--- src/rtl/approx_eval_pkg.sv ---
// rtl/approx_eval_pkg.sv - shared constants and state type for the approximate-adder error monitor
package approx_eval_pkg;

  localparam int WIDTH  = 8;
  localparam int NPAIRS = 2 ** (2 * WIDTH);
  localparam int CNT_W  = 2 * WIDTH + 1;
  localparam int SUM_W  = 3 * WIDTH + 1;

  typedef enum logic [1:0] {
    ST_IDLE,
    ST_RUN,
    ST_DRAIN,
    ST_DONE
  } state_e;

endpackage

--- src/rtl/err_accumulator.sv ---
// rtl/err_accumulator.sv - stage-2 error computation and metric registers
module err_accumulator #(
  parameter int WIDTH = approx_eval_pkg::WIDTH
) (
  input  logic               clk,
  input  logic               rst_n,
  input  logic               clear_i,
  input  logic               valid_i,
  input  logic [WIDTH-1:0]   a_i,
  input  logic [WIDTH-1:0]   b_i,
  input  logic [WIDTH:0]     sum_i,
  output logic [2*WIDTH:0]   err_count_o,
  output logic [3*WIDTH:0]   sum_abs_err_o,
  output logic [WIDTH:0]     max_err_o,
  output logic [WIDTH-1:0]   wce_a_o,
  output logic [WIDTH-1:0]   wce_b_o
);

  logic [WIDTH:0]   exact;
  logic [WIDTH:0]   abs_err;
  logic [2*WIDTH:0] err_q;
  logic [3*WIDTH:0] sum_q;
  logic [WIDTH:0]   max_q;
  logic [WIDTH-1:0] wa_q, wb_q;

  assign exact = {1'b0, a_i} + {1'b0, b_i};
  // Both operands fit WIDTH+1 unsigned, so the magnitude never needs a sign bit.
  assign abs_err = (exact >= sum_i) ? (exact - sum_i) : (sum_i - exact);

  always_ff @(posedge clk or negedge rst_n) begin
    if (!rst_n) begin
      err_q <= '0;
      sum_q <= '0;
      max_q <= '0;
      wa_q  <= '0;
      wb_q  <= '0;
    end else if (clear_i) begin
      err_q <= '0;
      sum_q <= '0;
      max_q <= '0;
      wa_q  <= '0;
      wb_q  <= '0;
    end else if (valid_i) begin
      err_q <= err_q + {{(2*WIDTH){1'b0}}, |abs_err};
      sum_q <= sum_q + {{(2*WIDTH){1'b0}}, abs_err};
      // Strict compare keeps the earliest pair on ties.
      if (abs_err > max_q) begin
        max_q <= abs_err;
        wa_q  <= a_i;
        wb_q  <= b_i;
      end
    end
  end

  assign err_count_o   = err_q;
  assign sum_abs_err_o = sum_q;
  assign max_err_o     = max_q;
  assign wce_a_o       = wa_q;
  assign wce_b_o       = wb_q;

endmodule

--- src/rtl/approx_adder_err_monitor.sv ---
// rtl/approx_adder_err_monitor.sv - exhaustive operand sweep driving an external adder and collecting error metrics
module approx_adder_err_monitor #(
  parameter int WIDTH = approx_eval_pkg::WIDTH
) (
  input  logic               clk,
  input  logic               rst_n,
  input  logic               start,
  output logic [WIDTH-1:0]   op_a,
  output logic [WIDTH-1:0]   op_b,
  input  logic [WIDTH:0]     aut_sum,
  output logic               busy,
  output logic               done,
  output logic [2*WIDTH:0]   err_count,
  output logic [3*WIDTH:0]   sum_abs_err,
  output logic [WIDTH:0]     max_err,
  output logic [WIDTH-1:0]   wce_a,
  output logic [WIDTH-1:0]   wce_b
);

  import approx_eval_pkg::*;

  localparam int PW = 2 * WIDTH;

  state_e           state_q, state_d;
  logic [PW-1:0]    pair_q, pair_d;
  logic [WIDTH-1:0] stg_a_q, stg_a_d;
  logic [WIDTH-1:0] stg_b_q, stg_b_d;
  logic [WIDTH:0]   stg_sum_q, stg_sum_d;
  logic             stg_vld_q, stg_vld_d;
  logic             clear;

  always_ff @(posedge clk or negedge rst_n) begin
    if (!rst_n) begin
      state_q   <= ST_IDLE;
      pair_q    <= '0;
      stg_a_q   <= '0;
      stg_b_q   <= '0;
      stg_sum_q <= '0;
      stg_vld_q <= 1'b0;
    end else begin
      state_q   <= state_d;
      pair_q    <= pair_d;
      stg_a_q   <= stg_a_d;
      stg_b_q   <= stg_b_d;
      stg_sum_q <= stg_sum_d;
      stg_vld_q <= stg_vld_d;
    end
  end

  always_comb begin
    state_d   = state_q;
    pair_d    = pair_q;
    stg_a_d   = stg_a_q;
    stg_b_d   = stg_b_q;
    stg_sum_d = stg_sum_q;
    stg_vld_d = 1'b0;
    clear     = 1'b0;
    case (state_q)
      ST_IDLE, ST_DONE: begin
        if (start) begin
          clear   = 1'b1;
          pair_d  = '0;
          state_d = ST_RUN;
        end
      end
      ST_RUN: begin
        stg_a_d   = op_a;
        stg_b_d   = op_b;
        stg_sum_d = aut_sum;
        stg_vld_d = 1'b1;
        // The counter wraps to zero on the last pair, leaving operands at 0 in DONE.
        pair_d    = pair_q + 1'b1;
        if (pair_q == '1) state_d = ST_DRAIN;
      end
      ST_DRAIN: state_d = ST_DONE;
      default:  state_d = ST_IDLE;
    endcase
  end

  assign op_a = pair_q[PW-1:WIDTH];
  assign op_b = pair_q[WIDTH-1:0];
  assign busy = (state_q == ST_RUN) || (state_q == ST_DRAIN);
  assign done = (state_q == ST_DONE);

  err_accumulator #(.WIDTH(WIDTH)) u_acc (
    .clk           (clk),
    .rst_n         (rst_n),
    .clear_i       (clear),
    .valid_i       (stg_vld_q),
    .a_i           (stg_a_q),
    .b_i           (stg_b_q),
    .sum_i         (stg_sum_q),
    .err_count_o   (err_count),
    .sum_abs_err_o (sum_abs_err),
    .max_err_o     (max_err),
    .wce_a_o       (wce_a),
    .wce_b_o       (wce_b)
  );

endmodule
--- config.mk ---
export PLATFORM = sky130hd
export DESIGN_NAME = approx_adder_err_monitor
export DESIGN_NICKNAME = d
export VERILOG_FILES = /design/src/rtl/approx_eval_pkg.sv /design/src/rtl/err_accumulator.sv /design/src/rtl/approx_adder_err_monitor.sv
export SDC_FILE = /design/constraint.sdc
export NUM_CORES = 1
export LEC_CHECK = 0
export BUFFER_PORTS_ARGS = -buffer_cell sky130_fd_sc_hd__buf_2
export CORE_MARGIN = 5
export CORE_UTILIZATION = 60
export CTS_BUF_LIST = sky130_fd_sc_hd__clkbuf_4 sky130_fd_sc_hd__clkbuf_8 sky130_fd_sc_hd__clkbuf_16
export CTS_CLUSTER_DIAMETER = 60
export DETAILED_ROUTE_END_ITERATION = 12
export PLACE_DENSITY = 0.84
export SLEW_MARGIN = 0
export SYNTH_ARGS = -nofsm -noshare
export SYNTH_HDL_FRONTEND = slang
export SYNTH_SLANG_ARGS = --single-unit
--- constraint.sdc ---
create_clock -name clk -period 15.81 [get_ports clk]
set_input_delay 3.162 -clock clk [delete_from_list [all_inputs] [get_ports clk]]
set_output_delay 3.162 -clock clk [all_outputs]
set_load 0.005 [all_outputs]
==> impl_metrics.tcl <==
set metrics [dict create \
    status "complete, no violations" \
    htreeDepth 3 \
    drc 0 \
    setup_tns_ns 0 \
    root_buffer "clkbuf_16" \
    drt-total-wl_mm 17.3 \
    viasPerCell 6.02 \
    synth_cell_types 64 \
    die_w_microns 118 \
    final_max_slew_viol_count 0 \
    antenna_found_initial 0 \
    async_reset_ff_share_pct 100 \
    overflow 0 \
    fin_skew_ns 0.0121 \
    vias 5964 \
    fin_crit_ns 7.05 \
    hold_ws_ns 0.529 \
    placed_area_sq_um 7600 \
    synth-edff-count 0 \
    clockBufferDepth 2 \
    syn_to_final_growth_pct 12.3 \
    gp_congestion 0.932 \
    cts_hold_buf 0 \
    seq_area_frac_synth_pct 39.5 \
    netlist_instances 760 \
    syn_area_sq_um 7040 \
    diodes 0 \
    cts_resized 0 \
    worstPathRequired_ns 16.10 \
    max_freq_ghz 0.142 \
    drive_gt1_share_pct 17.5 \
    ant_nets 0 \
    insertion_delay_ns 0.37 \
    synth-main-ff-cell "dfrtp_1" \
    ys_warn_count 0 \
    layout.nets 907 \
    numCtsBuffers 9 \
    slew_headroom_pct 31.4 \
    fp.dieH_microns 118 \
    worst_setup_path_end_kind "flip-flop" \
    cts.clk_slew.worst_paths_ns 0.08 \
    startpoint_type "flip-flop" \
    rsz0062_at_grt "false" \
    wire_per_inst_microns 17.4 \
    clkSinkCount 111 \
    avgSynthCellArea_sq_um 9.26 \
    synth_fp_nets 824 \
    crit_fanout 16 \
    drt_pass1_iterations 7 \
    cts_tree "done" \
    grt_use_total_pct 24.7 \
    pre_cts_ws_ns 9.05 \
    grt_pass1_wl_mm 28.7 \
    ir_drop_uv 172 \
    finalHoldViolations 0 \
    powerDensity_nw_per_um2 222 \
    drt-initial-drc-count 499 \
    ys_ff_latch 111 \
    placementRows 39 \
    dieArea_sq_um 14000 \
    cap_viol_max_count 0 \
    p_leak_nw 3.91 \
    worstPathArrival_ns 7.34 \
    worstMarginPinSlew_ns 1.03 \
    min_path_type "flip-flop to flip-flop" \
    grt_max_degree 83 \
    finalSetupViolations 0 \
    grt_pass1_vias 5860 \
    final_area_sq_um 7900 \
    initial_core_util_pct 61.4 \
    post_cts_buffers 0 \
    core_area_sq_um 11500 \
    timing.final.crit_share_pct 44.6 \
    worstSetupPathType "flip-flop to flip-flop" \
    hpwl_mm 12.5 \
    fin_ws_ns 8.76 \
    portBuffers 96 \
    boundaryPins 97 \
]
[logic make-up after synthesis]
| kind of cell | Yosys count | share of synthesized area, % |
|---|---|---|
| AO/OA/AOI/OAI | 159 | 14.9 |
| XOR/XNOR | 49 | 6.40 |
| adder cells (fa/ha/maj) | 52 | 9.56 |
| buffers and inverters | 76 | 4.44 |
| flip-flops | 111 | 39.5 |
| multiplexers | 55 | 8.16 |
| AND/OR/NAND/NOR | 258 | 17.1 |
[critical path, cell delays in order, from the launching register on]
cell,delay [ns]
dfrtp_1,0.41
ha_1,0.23
fa_1,0.40
a21oi_1,0.16
nor2_1,0.05
nor2_1,0.15
o21bai_1,0.08
a21oi_1,0.22
nor2b_1,0.07
o21ai_0,0.15
nand2b_1,0.08
ha_1,0.36
a21oi_1,0.27
o21ai_0,0.20
a211oi_1,0.79
nor2_1,0.08
o32ai_1,0.32
o21ai_0,0.15
mux2i_1,0.14
a211o_1,0.28
inv_1,0.10
ha_1,0.24
a21oi_1,0.22
o31ai_1,0.13
a21oi_1,0.48
or3_1,0.53
buf_4,0.39
mux2i_1,0.25
[layout make-up]
cell class / instances / area (sq um)
multi-input combinational: 573 / 3950
timing repair buffer: 101 / 520
clock buffer: 10 / 239
fill: 877 / 3570
clock inverter: 6 / 58.8
tap: 143 / 179
sequential: 111 / 2780
inverter: 47 / 176
[per-stage QoR]
step | std cells | power [W] | util [%]
CTS | 991 | 0.00174 | 68.9
global placement | 975 | 0.00145 | 66.3
floorplan | 760 | 0.00126 | -
detailed placement | 975 | 0.00150 | 66.3
global route | 991 | 0.00189 | 68.9
finish | 991 | 0.00176 | 68.9
[report_power, final]
part           total [W]  internal [W]  switching, W
Clock           0.000232      0.000115      0.000116
Sequential      0.000401      0.000338     0.0000627
Combinational    0.00112      0.000437      0.000686
Total            0.00176      0.000891      0.000865
[per-layer routing]
layer  track usage [%]  vias to the layer above  wire length (microns)
met5                 0                        -                      0
met4              7.96                        0                    329
met3              4.54                       36                   1080
met2              40.3                      219                   8330
met1              33.5                     2889                   7520
li1                  -                     2820                      -
[flip-flops by register name, indices dropped and copies added (netlist names), 9 cells and up]
register             cells
pair_q                  16
stg_sum_q                9
u_acc.err_count_o       17
u_acc.max_err_o          9
u_acc.sum_abs_err_o     25
[final timing paths]
| kind | startpoint | end | slack [ns] | depth (start not counted) |
|---|---|---|---|---|
| worst min register to register | u_acc.wce_b_o[1]$_DFFE_PN0P_ | u_acc.wce_b_o[1]$_DFFE_PN0P_ | 0.53 | 2 |
| max in group asynchronous | rst_n | u_acc.err_count_o[14]$_DFFE_PN0P_ | 11.72 | 2 |
| min in group asynchronous | rst_n | pair_q[13]$_DFFE_PN0P_ | 2.72 | 1 |
| worst max register to register | stg_a_q[0]$_DFFE_PN0P_ | u_acc.wce_a_o[4]$_DFFE_PN0P_ | 8.76 | 27 |
| worst max-delay path | stg_a_q[0]$_DFFE_PN0P_ | u_acc.wce_a_o[4]$_DFFE_PN0P_ | 8.76 | 27 |
| worst min-delay path | u_acc.wce_b_o[1]$_DFFE_PN0P_ | u_acc.wce_b_o[1]$_DFFE_PN0P_ | 0.53 | 2 |
[cell usage in the layout (no fill, tap or decap), drive strengths merged, types with 4 or more instances in the layout]
cell type	instances
nor2	69
a21o	7
and3	4
nor2b	9
o21bai	4
inv	50
dfrtp	111
o311ai	5
nand2b	10
or3	9
mux2i	39
o21a	5
and2	6
nand4	11
o21ai	43
clkbuf	10
nor3	9
o31ai	7
xor2	29
ha	49
a21oi	46
xnor2	19
nand3	31
a211oi	10
buf	101
nand2	89
mux2	16
[synthesized netlist by cell type, drive strengths merged (9+ instances only)]
cell    number  area share (%)
ha          49             8.7
dfrtp      111              39
xor2        29             3.7
nor2b        9            0.80
or3          9            0.80
nand2       89             4.7
nor3         9            0.64
xnor2       19             2.4
mux2i       39             5.6
a211oi      10             1.1
mux2        16             2.6
clkbuf      20             1.1
nand4       11             1.1
o21ai       43             3.1
nand3       31             2.2
nand2b      10            0.89
nor2        69             3.7
a21oi       46             3.3
buf          9            0.87
inv         47             2.5
Note: power is estimated with default switching activity, not from simulation.
